File: src/rtl/register_file_pkg.sv
// Shared widths and architectural register addresses for the register file.
package register_file_pkg;

    localparam int DEFAULT_DATA_W = 8;
    localparam int DEFAULT_ADDR_W = 3;

    // Fixed architectural map; addresses 5..7 are general purpose.
    localparam int REG_A  = 0;
    localparam int REG_X  = 1;
    localparam int REG_Y  = 2;
    localparam int REG_Z  = 3;
    localparam int REG_SP = 4;

    function automatic int reg_count(input int addr_w);
        return 1 << addr_w;
    endfunction

endpackage

File: src/rtl/register_file_reg_cell.sv
// One storage word: loads d on a rising clk when load is high, clears asynchronously.
module rf_reg_cell #(
    parameter int DATA_W = 8
) (
    input  logic              clk,
    input  logic              rst,
    input  logic              load,
    input  logic [DATA_W-1:0] d,
    output logic [DATA_W-1:0] q
);

    logic [DATA_W-1:0] q_reg;

    always_ff @(posedge clk or posedge rst) begin
        if (rst) begin
            q_reg <= '0;
        end else if (load) begin
            q_reg <= d;
        end
    end

    assign q = q_reg;

endmodule

File: src/rtl/register_file.sv
// Register file: one write port through a one-hot decoder, two independent
// combinational read ports with no write-to-read bypass.
module register_file
    import register_file_pkg::*;
#(
    parameter int DATA_W = DEFAULT_DATA_W,
    parameter int ADDR_W = DEFAULT_ADDR_W
) (
    input  logic              clk,
    input  logic              rst,
    input  logic [ADDR_W-1:0] reg_addr1,
    input  logic [ADDR_W-1:0] reg_addr2,
    input  logic [ADDR_W-1:0] write_addr,
    input  logic [DATA_W-1:0] write_data,
    input  logic              write_enable,
    output logic [DATA_W-1:0] out_1,
    output logic [DATA_W-1:0] out_2
);

    localparam int NUM_REGS = reg_count(ADDR_W);

    logic [NUM_REGS-1:0] write_sel;
    logic [DATA_W-1:0]   reg_q [NUM_REGS];

    genvar gi;
    generate
        for (gi = 0; gi < NUM_REGS; gi++) begin : g_cell
            // The cell's own reset term blocks any load while rst is high.
            assign write_sel[gi] = write_enable && (write_addr == ADDR_W'(gi));

            rf_reg_cell #(
                .DATA_W (DATA_W)
            ) u_cell (
                .clk  (clk),
                .rst  (rst),
                .load (write_sel[gi]),
                .d    (write_data),
                .q    (reg_q[gi])
            );
        end
    endgenerate

    // Every address value selects a real cell, so the outputs are never X once reset.
    assign out_1 = reg_q[reg_addr1];
    assign out_2 = reg_q[reg_addr2];

endmodule

File: config.mk
export PLATFORM = sky130hd
export DESIGN_NAME = register_file
export DESIGN_NICKNAME = d
export VERILOG_FILES = /design/src/rtl/register_file_pkg.sv /design/src/rtl/register_file_reg_cell.sv /design/src/rtl/register_file.sv
export SDC_FILE = /design/constraint.sdc
export NUM_CORES = 1
export LEC_CHECK = 0
export CAP_MARGIN = 20
export CORE_UTILIZATION = 41
export DETAILED_ROUTE_END_ITERATION = 8
export DONT_BUFFER_PORTS = 1
export MAX_ROUTING_LAYER = met4
export PLACE_DENSITY = 0.63
export REMOVE_ABC_BUFFERS = 1
export SYNTH_ARGS = -nofsm -noshare
export SYNTH_HDL_FRONTEND = slang
export SYNTH_SLANG_ARGS = --single-unit
File: constraint.sdc
create_clock -name clk -period 6.1 [get_ports clk]
set_input_delay 1.83 -clock clk [delete_from_list [all_inputs] [get_ports clk]]
set_output_delay 1.83 -clock clk [all_outputs]
set_load 0.005 [all_outputs]
* Word-level counts from Yosys, hierarchy flattened
Index checks and enable logic that the tools add are counted.
** Word-level totals
- Logic and storage cells :: 34
- Flip-flop bits (word level) :: 64
** Cells by class
- Reductions and logical operators :: 9
- Equality and inequality tests :: 7
- Bitwise gates (word level) :: 2
- Order comparisons :: 2
- Muxes and demuxes :: 6
** Operator list (count)
- binary-select mux 8 bit (select 3 bit) :: 2
- two-way mux 8 bit :: 4
- == test 3 bit, second input constant :: 4
- >= comparator 4 bit, second input constant :: 2
- logical AND 1 bit :: 8
- NOT 3 -> 4 bit :: 2
- == test 3 x 2 -> 1 bit, second input constant :: 2
- == test 3 x 1 -> 1 bit, second input constant :: 1
- zero test 3 bit :: 1

* Longest topological paths before layout
- Depth in word-level cells :: 4
- Gate-level depth with buffers :: 4

* Hierarchy
From an unflattened synthesis, not the netlist that was laid out.
** Unflattened totals
- Cells, all modules :: 215
- Area total of the unflattened synthesis :: 3838.7 um^2
** By module, submodules not included
- rf_reg_cell :: area an instance 335.3 um^2, instances 8, cells each 18
- register_file :: area an instance 1156.1 um^2, instances 1, cells each 71

* Worst setup path after synthesis
OpenSTA, ideal clock, no wires.
- Kind :: input port to output port
- Start point :: input reg_addr1[2]
- End point :: output out_1[7]
- Data arrival time :: 2.882 ns
- Setup slack :: 1.388 ns
- Data required time :: 4.270 ns
- Cell stages on the path :: 4
- Buffers on the path :: 2
- Cells stage by stage :: buf_2 clkbuf_1 mux4_2 mux2_2
** Between the ends
- Longest elaborated chain between the ends :: 4
** RTL lines
- start, declared :: line register_file.sv:11 : input logic [ADDR_W-1:0] reg_addr1,
- NOT 3 -> 4 bit (implied by the code) :: line register_file.sv:44 : assign out_1 = reg_q[reg_addr1];
- binary-select mux 8 bit (select 3 bit) :: line register_file.sv:44
- two-way mux 8 bit (implied by the code) (2 in a row) :: line register_file.sv:44
- end, declared :: line register_file.sv:16 : output logic [DATA_W-1:0] out_1,
No other way between the ends. The select of a mux whose other input is x is not followed.

* Worst setup path after layout
- Start point :: input reg_addr1[0]
- End point :: output out_1[0]
The elaborated chain is that of the path after synthesis.

==> out/results.md <==
| Metric | Reported | Unit |
|---|---|---|
| Pleak | 1.59 | nW |
| Worst rel slew slack | 0.463 | - |
| Count of TritonRoute iterations in the first routing pass | 4 | - |
| Start-to-end type of the worst setup path | input port to primary output | - |
| Routed WL | 7250 | um |
| Netlist area before placement | 3550 | sq um |
| Xor/xnor cell area share of the yosys netlist | 0 | - |
| Number of flip-flops and latches in the synthesized netlist | 64 | - |
| Cell Count Post-Placement | 294 | - |
| Worst-case clock skew | 0 | ps |
| Total routing resource utilization after global routing | 0.185 | - |
| Type of destination of the critical path | primary output | - |
| Half-perimeter wire length after placement | 4410 | um |
| Post-synthesis sequential area ratio | 0.451 | - |
| Number of global-route vias before repair | 2004 | - |
| Required @ worst endpoint | 4270 | ps |
| Width of the die | 95.0 | um |
| Violation count after the first detailed-routing iteration | 66 | - |
| Result of the run | completed | - |
| Worst stage delay on the critical path | 530 | ps |
| I/O Pins | 36 | - |
| Final hold vios | 0 | - |
| Worst setup SP type | input port | - |
| Number of I/O port buffers | 0 | - |
| Post-Syn Area per Cell | 17.6 | sq um |
| DR WL/cell | 23.4 | um |
| Final core occ | 0.456 | - |
| Antenna Violating Nets Remaining | 0 | - |
| Netlist cell types | 14 | - |
| Number of nets in the finished design | 220 | - |
| Max FO, Critical Path | 16 | - |
| WP buf/inv | 0 | - |
| Fmax | 222 | MHz |
| CP top delay family | multiplexers | - |
| Mux contribution to synthesized area | 0.489 | - |
| Pin count of the biggest net entering global routing | 65 | - |
| Die Span Y | 95.0 | um |
| Postcts setup bufs | 0 | - |
| Synth-to-Final Area Change | 6.74 | % |
| Combinational family with the most area after synthesis | multiplexers | - |
| Clock tree buffer depth | 2 | - |
| Placer's final routability congestion estimate | 0.710 | - |
| # resized after CTS | 0 | - |
| Core ar. | 8300 | sq um |
| Worst hold slack | 509 | ps |
| Cell at the root of the clock tree | sky130_fd_sc_hd__clkbuf_8 | - |
| Clk pin slew, worst setup/hold paths | 60 | ps |
| Number of buffers inserted during clock tree synthesis | 9 | - |
| Global-route wire length before repair | 11200 | um |
| Clk Latency, worst-skew pair | 340 | ps |
| Worst-Margin Slew | 806 | ps |
| Post-layout min period | 4500 | ps |
| Total of warnings raised by yosys | 0 | - |
| Library cell contributing the largest single delay on the critical path | sky130_fd_sc_hd__mux4_1 | - |
| RSZ-0062 raised after global routing | false | - |
| Number of core rows | 33 | - |
| Initial antenna violation count | 0 | - |
| Post-CTS Hold Buffers | 0 | - |
| Final clock period utilization by the worst path | 0.737 | - |
| Number of sinks driven by the clock tree | 64 | - |
| Routed vias | 1859 | - |
| Post-DR vias/cell | 6.00 | - |
| Final worst setup slack | 1600 | ps |
| Simple-Gate Fraction of Synth Area | 0.0243 | - |
| Post-route setup TNS | 0 | ps |
| Min-Delay Path Class | register to register | - |
| Complex-gate fraction of the synthesized area | 0 | - |
| TritonCTS clock tree | built | - |
| Post-synthesis instance total | 202 | - |
| VDD IR-drop max | 0.138 | mV |
| Initial core utilization | 0.427 | - |
| Number of remaining DRC errors | 0 | - |
| Cell Pwr Density | 308 | nW/um^2 |
| Register-to-register setup slack | 5310 | ps |
| Crit path cell chain | mux4_1 > mux2_2 | - |
| Area of the die | 9030 | sq um |
| Post-synthesis share of cell area spent on full adders, half adders and majority gates | 0 | - |
| Post-Layout Cell Count | 310 | - |
| Final setup fails | 0 | - |
| N_diodes | 0 | - |
| Max FFs per register | 64 | - |
| Number of pins exceeding their max-slew limit in the final report | 0 | - |
| Critical path arrival | 2670 | ps |
| Share of cells above drive strength 1 | 0.507 | - |
| Total number of H-tree levels | 3 | - |
| Grt total ovfl | 0 | - |
| Number of violations of the max-capacitance limit | 0 | - |
| Worst slack after detailed placement | 1600 | ps |
## final timing paths
check / start / to / cells after the start
hold / removal: g_cell[3].u_cell.q[4] / g_cell[3].u_cell.q[4] / 1
setup / recovery: reg_addr1[0] / out_1[0] / 2
setup reg to reg: g_cell[6].u_cell.q[6] / g_cell[6].u_cell.q[6] / 1
min in group asynchronous: rst / g_cell[2].u_cell.q[3] / 2
hold reg to reg: g_cell[3].u_cell.q[4] / g_cell[3].u_cell.q[4] / 1
max in group asynchronous: rst / g_cell[0].u_cell.q[6] / 2
## kinds of logic (layout without fill, tap and decap cells)
| group | Yosys count | after routing |
|---|---|---|
| buf+inv | 18 | 21 |
| flops | 64 | 64 |
| mux | 112 | 112 |
| simple gates | 8 | 8 |
## per-stage QoR
stage                     power [mW]  area (sq um)
after floorplan                0.781          3430
after global placement         0.823          3610
after detailed placement       0.835          3610
after CTS                       1.18          3790
after global routing            1.24          3790
final                           1.17          3790
## per-layer routing
metal | part of all wire | wire (um) | global-route usage
met5 | 0 | 0 | -
met4 | 0.021 | 153 | 0.0871
met3 | 0.046 | 333 | 0.0383
met2 | 0.47 | 3390 | 0.275
met1 | 0.47 | 3370 | 0.245
## synthesized netlist by cell type
cell type,number,share of area
sky130_fd_sc_hd__buf_2,8,0.011
sky130_fd_sc_hd__inv_1,1,0.0011
sky130_fd_sc_hd__nand4b_1,3,0.0074
sky130_fd_sc_hd__mux4_2,2,0.013
sky130_fd_sc_hd__buf_6,2,0.0063
sky130_fd_sc_hd__dfrtp_1,64,0.45
sky130_fd_sc_hd__nand4_1,1,0.0018
sky130_fd_sc_hd__nor4b_4,1,0.0067
sky130_fd_sc_hd__nor4bb_1,3,0.0085
sky130_fd_sc_hd__buf_1,2,0.0021
sky130_fd_sc_hd__mux2_2,80,0.25
sky130_fd_sc_hd__buf_12,2,0.011
sky130_fd_sc_hd__mux4_1,30,0.22
sky130_fd_sc_hd__clkbuf_1,3,0.0032
## power breakdown
group	switching, mW	internal, mW	total [mW]
Combinational	0.0667	0.177	0.243
Sequential	0.0608	0.519	0.579
Clock	0.157	0.187	0.344
Total	0.285	0.882	1.17
## layout make-up
type                    instances  area (sq um)
clock buffers                  12           135
clock inverters                 4          45.0
fillers                       737          4510
inverters                       1          3.75
multi-input cells             120          1840
flip-flops and latches         64          1600
well taps                     105           131
repair buffers                  4          30.0
## cells in the final DEF (no fill, tap or decap), drive strengths merged
master,instances
inv,1
nor4b,1
bufinv,1
clkbuf,12
nand4,1
mux2,80
mux4,32
buf,4
nand4b,3
clkinv,3
dfrtp,64
nor4bb,3
No activity file was read; power rests on OpenSTA's default activity.
==> RTL change 1, RTL diff (config.mk and constraints unchanged) <==
`DEFAULT_ADDR_W`: 3 -> 4.
--- a/src/rtl/register_file_pkg.sv
+++ b/src/rtl/register_file_pkg.sv
@@ -2,7 +2,7 @@
 package register_file_pkg;
 
     localparam int DEFAULT_DATA_W = 8;
-    localparam int DEFAULT_ADDR_W = 3;
+    localparam int DEFAULT_ADDR_W = 4;
 
     // Fixed architectural map; addresses 5..7 are general purpose.
     localparam int REG_A  = 0;
Ports: changed (resized reg_addr1, reg_addr2 and write_addr); port bits go from 36 to 39. No check against the original RTL was run, so the function may have changed too.
==> RTL change 1 against the original RTL <==
Hold slack improved by 0.0086 ns. Area after synthesis increased by 91%. Count of clock-buffer cells in the layout increased by 11. Design area increased by 98%. Global-route usage increased by 5.1 points. Power increased by 130%. Final cell count increased by 110%. Sequential cell count increased by 64. Setup slack got worse by 0.028 ns. Routed wire length increased by 140%. Combinational power increased by 110%. Clock power increased to 2.8 times the old value. Register-to-register slack got worse by 0.03 ns. Highest routed layer unchanged.
==> RTL change 1: results (changes against the original RTL) <==
| Metric | Value |
|---|---|
| Status | complete, no violations |
| Placed instance count | 625 (+110%) |
| Synth Area per Inst | 15.56 um^2 (-11%) |
| M3 GR Usage | 0.07207 (+0.03379) |
| # fillers | 1427 (+94%) |
| Total track usage | 0.2365 (+0.05114) |
| Max reg flops | 128 (+100%) |
| Final HPWL DP | 10650 um (+140%) |
| Fraction of area in registers | 0.4280 (+0.005020) |
| Clock buf/inv share | 0.07524 (+0.02765) |
| Met3 wire len | 1406 um (+320%) |
| R2R Setup Slk | 5.28 ns (-0.03 ns) |
| Comb. pwr | 501 uW (+110%) |
| Arr. time, crit path | 2.70 ns (+0.03 ns) |
| Complex-gate fraction of the synthesized area | 0.03550 (+0.03550) |
| VDD IR max | 219.2 uV (+59%) |
| Min-delay src | g_cell[8].u_cell.q[2] |
| Met1 Use GR | 0.3107 (+0.06558) |
| Clock buffer cells | 23 (+11) |
| Top post-synthesis cells by count | dfrtp_1 (128), mux2_2 (112), mux4_2 (64) |
| Layout cell share with drive strength beyond 1 | 0.5045 (-0.002772) |
| Critical path's largest stage delay | 0.47 ns (-0.06 ns) |
| Drt first-iter violations | 282 (+330%) |
| Wire per inst | 26.95 um (+15%) |
| Root Driver | clkbuf_16 |
| Synth Register Bits | 128 (+100%) |
| H-tree Lvls | 4 (+1) |
| #MultiIn Comb | 272 (+130%) |
| Mux share of post-synthesis cell area | 0.4260 (-0.06293) |
| Sequential share of the synthesized area | 0.4733 (+0.02179) |
| First-pass GRT wire length | 26980 um (+140%) |
| Dominant cells by area after synthesis | dfrtp_1 (47%), mux4_2 (21%), mux2_2 (19%), a22oi_1 (3.5%), mux2_1 (2.7%) |
| Leak pwr | 0.003047 uW (+92%) |
| Power Internal | 2015 uW (+130%) |
| Global routing usage on met2 | 0.3498 (+0.07525) |
| Total iterations of the first detailed-routing run | 5 (+1) |
| Hold_ws | 0.5177 ns (+0.008616 ns) |
| End of the worst register-to-register path | g_cell[4].u_cell.q[1] |
| Pwr dens | 357.3 nW/um^2 (+16%) |
| Met1 Wirelength | 7691 um (+130%) |
| Routed met2 length | 8316 um (+150%) |
| CTS Buf Count | 17 (+8) |
## RTL change 1: cell types whose count changed after synthesis, sizes merged, moves of 8 or more
cell    unedited run  this run
nor2               0        12
mux2              80       128
mux4              32        64
buf               14        22
nand2              0        18
clkbuf             3        12
a22oi              0        32
dfrtp             64       128
## RTL change 1: how the worst max path moves through the flow
stage,start,end,slack (ns)
after floorplan,rst,g_cell[0].u_cell.q[0],0.86
after global placement,reg_addr2[0],out_2[5],1.59
after detailed placement,reg_addr2[0],out_2[5],1.56
after CTS,reg_addr2[0],out_2[5],1.56
after global routing,reg_addr1[0],out_1[0],1.54
final,reg_addr2[0],out_2[0],1.57
## RTL change 1: through the flow
| stage | cell area, um^2 | utilization | setup slack (ns) |
|---|---|---|---|
| floorplan | 6580 | - | 0.8574 |
| global placement | 6913 | 0.4320 | 1.591 |
| detailed placement | 6913 | 0.4320 | 1.563 |
| CTS | 7476 | 0.4672 | 1.563 |
| global route | 7483 | 0.4677 | 1.537 |
| finish | 7483 | 0.4677 | 1.574 |
==> RTL change 2, RTL diff (config.mk and constraints unchanged) <==
Without the edit above. Reset style: synchronous (`rst`), changed in one clocked block. Comments in the files are not updated.
--- a/src/rtl/register_file_reg_cell.sv
+++ b/src/rtl/register_file_reg_cell.sv
@@ -11,7 +11,7 @@
 
     logic [DATA_W-1:0] q_reg;
 
-    always_ff @(posedge clk or posedge rst) begin
+    always_ff @(posedge clk) begin
         if (rst) begin
             q_reg <= '0;
         end else if (load) begin
Check against the original RTL: differs if rst is asserted again (counterexample within 4 cycles, from zero or initial values and one cycle with rst high); with rst held inactive, the same outputs for 10 cycles.
==> RTL change 2 against the original RTL <==
Sequential cell count unchanged. Synthesized cell count increased by 63%. Critical path type unchanged. Design area decreased by 5.0%. Core utilization decreased by 1.8 points. Setup slack got worse by 0.013 ns. Clock skew unchanged. Area after synthesis decreased by 2.3%. Hold slack got worse by 0.052 ns. Routed wire length increased by 16%. Critical endpoint is now out_2[4].
Power is not compared: it rests on default switching activity, and its combinational part moved more than twofold at a synthesized area within 25%.
==> RTL change 2: results (changes against the original RTL) <==
| Metric | Value |
|---|---|
| EDFF count, synth | 0 (unchanged) |
| DR vias/cell | 5.990 (-0.11%) |
| Post-Route Skew | 0 ns (unchanged) |
| Drt first-iter violations | 125 (+89%) |
| Final WL | 8411 um (+16%) |
| Yosys cell types | 21 (+7) |
| Worst slew pin tran | 1.106 ns (+0.3001 ns) |
| Number of gates resized after cts | 0 (unchanged) |
| H-tree Lvls | 3 (unchanged) |
| Dominant cells by area after synthesis | dfxtp_1 (37%), mux4_1 (20%), nand2_1 (8.7%), mux2i_1 (6.9%), a21oi_1 (5.8%) |
| Longest Clk Path Bufs | 2 (unchanged) |
| Layout cell share with drive strength beyond 1 | 0.1378 (-0.3695) |
| Critical path's largest stage delay | 0.53 ns (about the same) |
| CTS Buf Count | 9 (unchanged) |
| Max reg flops | 64 (unchanged) |
| Total track usage | 0.2092 (+0.02388) |
| Post-CTS Setup Bufs | 0 (unchanged) |
| Sequential share of the synthesized area | 0.3698 (-0.08169) |
| Top Family by Delay on Critical Path | multiplexers |
| N_diodes | 0 (unchanged) |
| Vias in the first global route | 2304 (+15%) |
| Final RePlAce weighted congestion | 0.7621 (+7.3%) |
| Initial antenna violation count | 0 (unchanged) |
| Setup slack at placement | 1.599 ns (-0.002080 ns) |
| Arr. time, crit path | 2.68 ns (about the same) |
| Clock latency on the worst-skew pair | 0.35 ns |
| Top post-synthesis cells by count | nand2_1 (80), dfxtp_1 (64), a21oi_1 (40) |
| CP max stage cell | mux4_1 |
| Clock-pin slew on the worst setup and hold paths | 0.07 ns |
| First-pass GRT wire length | 12750 um (+14%) |
| Critical Path Fanout Max | 16 (unchanged) |
| Leak pwr | 0.001340 uW |
| Ys async rst share | 0 (-1.000) |
| Root Driver | clkbuf_8 |
| Status | complete, no violations |
| Total iterations of the first detailed-routing run | 5 (+1) |
| # fillers | 805 (+9.2%) |
| Type of the worst min-delay path | reg2reg |
| I/O Buffers | 0 (unchanged) |
| Top_reg_cell synth | dfxtp_1 |
| Yosys warnings | 0 (unchanged) |
| Largest net degree at the start of global routing | 65 (unchanged) |
| Nets | 327 (+49%) |
| Final HPWL DP | 5219 um (+18%) |
| VDD IR max | 78.84 uV |
-- RTL change 2: changes by cell type after synthesis, moves of 17 or more --
cell / unedited run / this run
clkbuf_1: 3 / 20
mux2_2: 80 / 16
dfrtp_1: 64 / 0
nand2_1: 0 / 80
nor2_1: 0 / 24
a21oi_1: 0 / 40
mux2i_1: 0 / 24
dfxtp_1: 0 / 64
-- RTL change 2: through the flow --
step	instances	cell area [um^2]
after floorplan	293	3241
after detailed placement	401	3413
after global routing	417	3597
after global placement	401	3413
final	417	3597
after CTS	417	3597
-- RTL change 2: final cells by class --
cell class / instances / share of cell area
clock inverters: 3 / 0.004174
multi-input cells: 229 / 0.5499
clock buffers: 13 / 0.04696
well taps: 105 / 0.03652
repair buffers: 3 / 0.006261
flip-flops and latches: 64 / 0.3562
-- RTL change 2: power breakdown --
group | internal, uW | switching, uW | total (uW) | leakage [uW]
Sequential | 427 | 5.91 | 433 | 0.000518
Combinational | 29.7 | 17.4 | 47.1 | 0.000723
Clock | 179 | 163 | 342 | 0.0000992
-- RTL change 2: metal layers --
metal	part of all wire	up-vias	GRT usage
met5	0	-	-
li1	-	1151	-
met3	0.090	21	0.06230
met1	0.42	1224	0.2450
met4	0.024	0	0.09359
met2	0.47	102	0.3321
-- RTL change 2: logic make-up (layout without fill, tap and decap cells) --
family / count (synthesis) / in the layout / share of synthesized area
AND/OR/NAND/NOR: 117 / 117 / 0.1492
AO/OA/AOI/OAI: 40 / 40 / 0.05778
buffers and inverters: 37 / 19 / 0.06465
multiplexers: 72 / 72 / 0.3586
flip-flops: 64 / 64 / 0.3698
-- RTL change 2: worst paths after layout --
check	depth (start not counted)	slack, ns	startpoint	end
max	2	1.59	reg_addr2[2]	out_2[4]
min reg2reg	2	0.46	g_cell[5].u_cell.q[2]	g_cell[5].u_cell.q[2]
max reg2reg	2	5.45	g_cell[3].u_cell.q[3]	g_cell[3].u_cell.q[3]
min	2	0.46	g_cell[5].u_cell.q[2]	g_cell[5].u_cell.q[2]
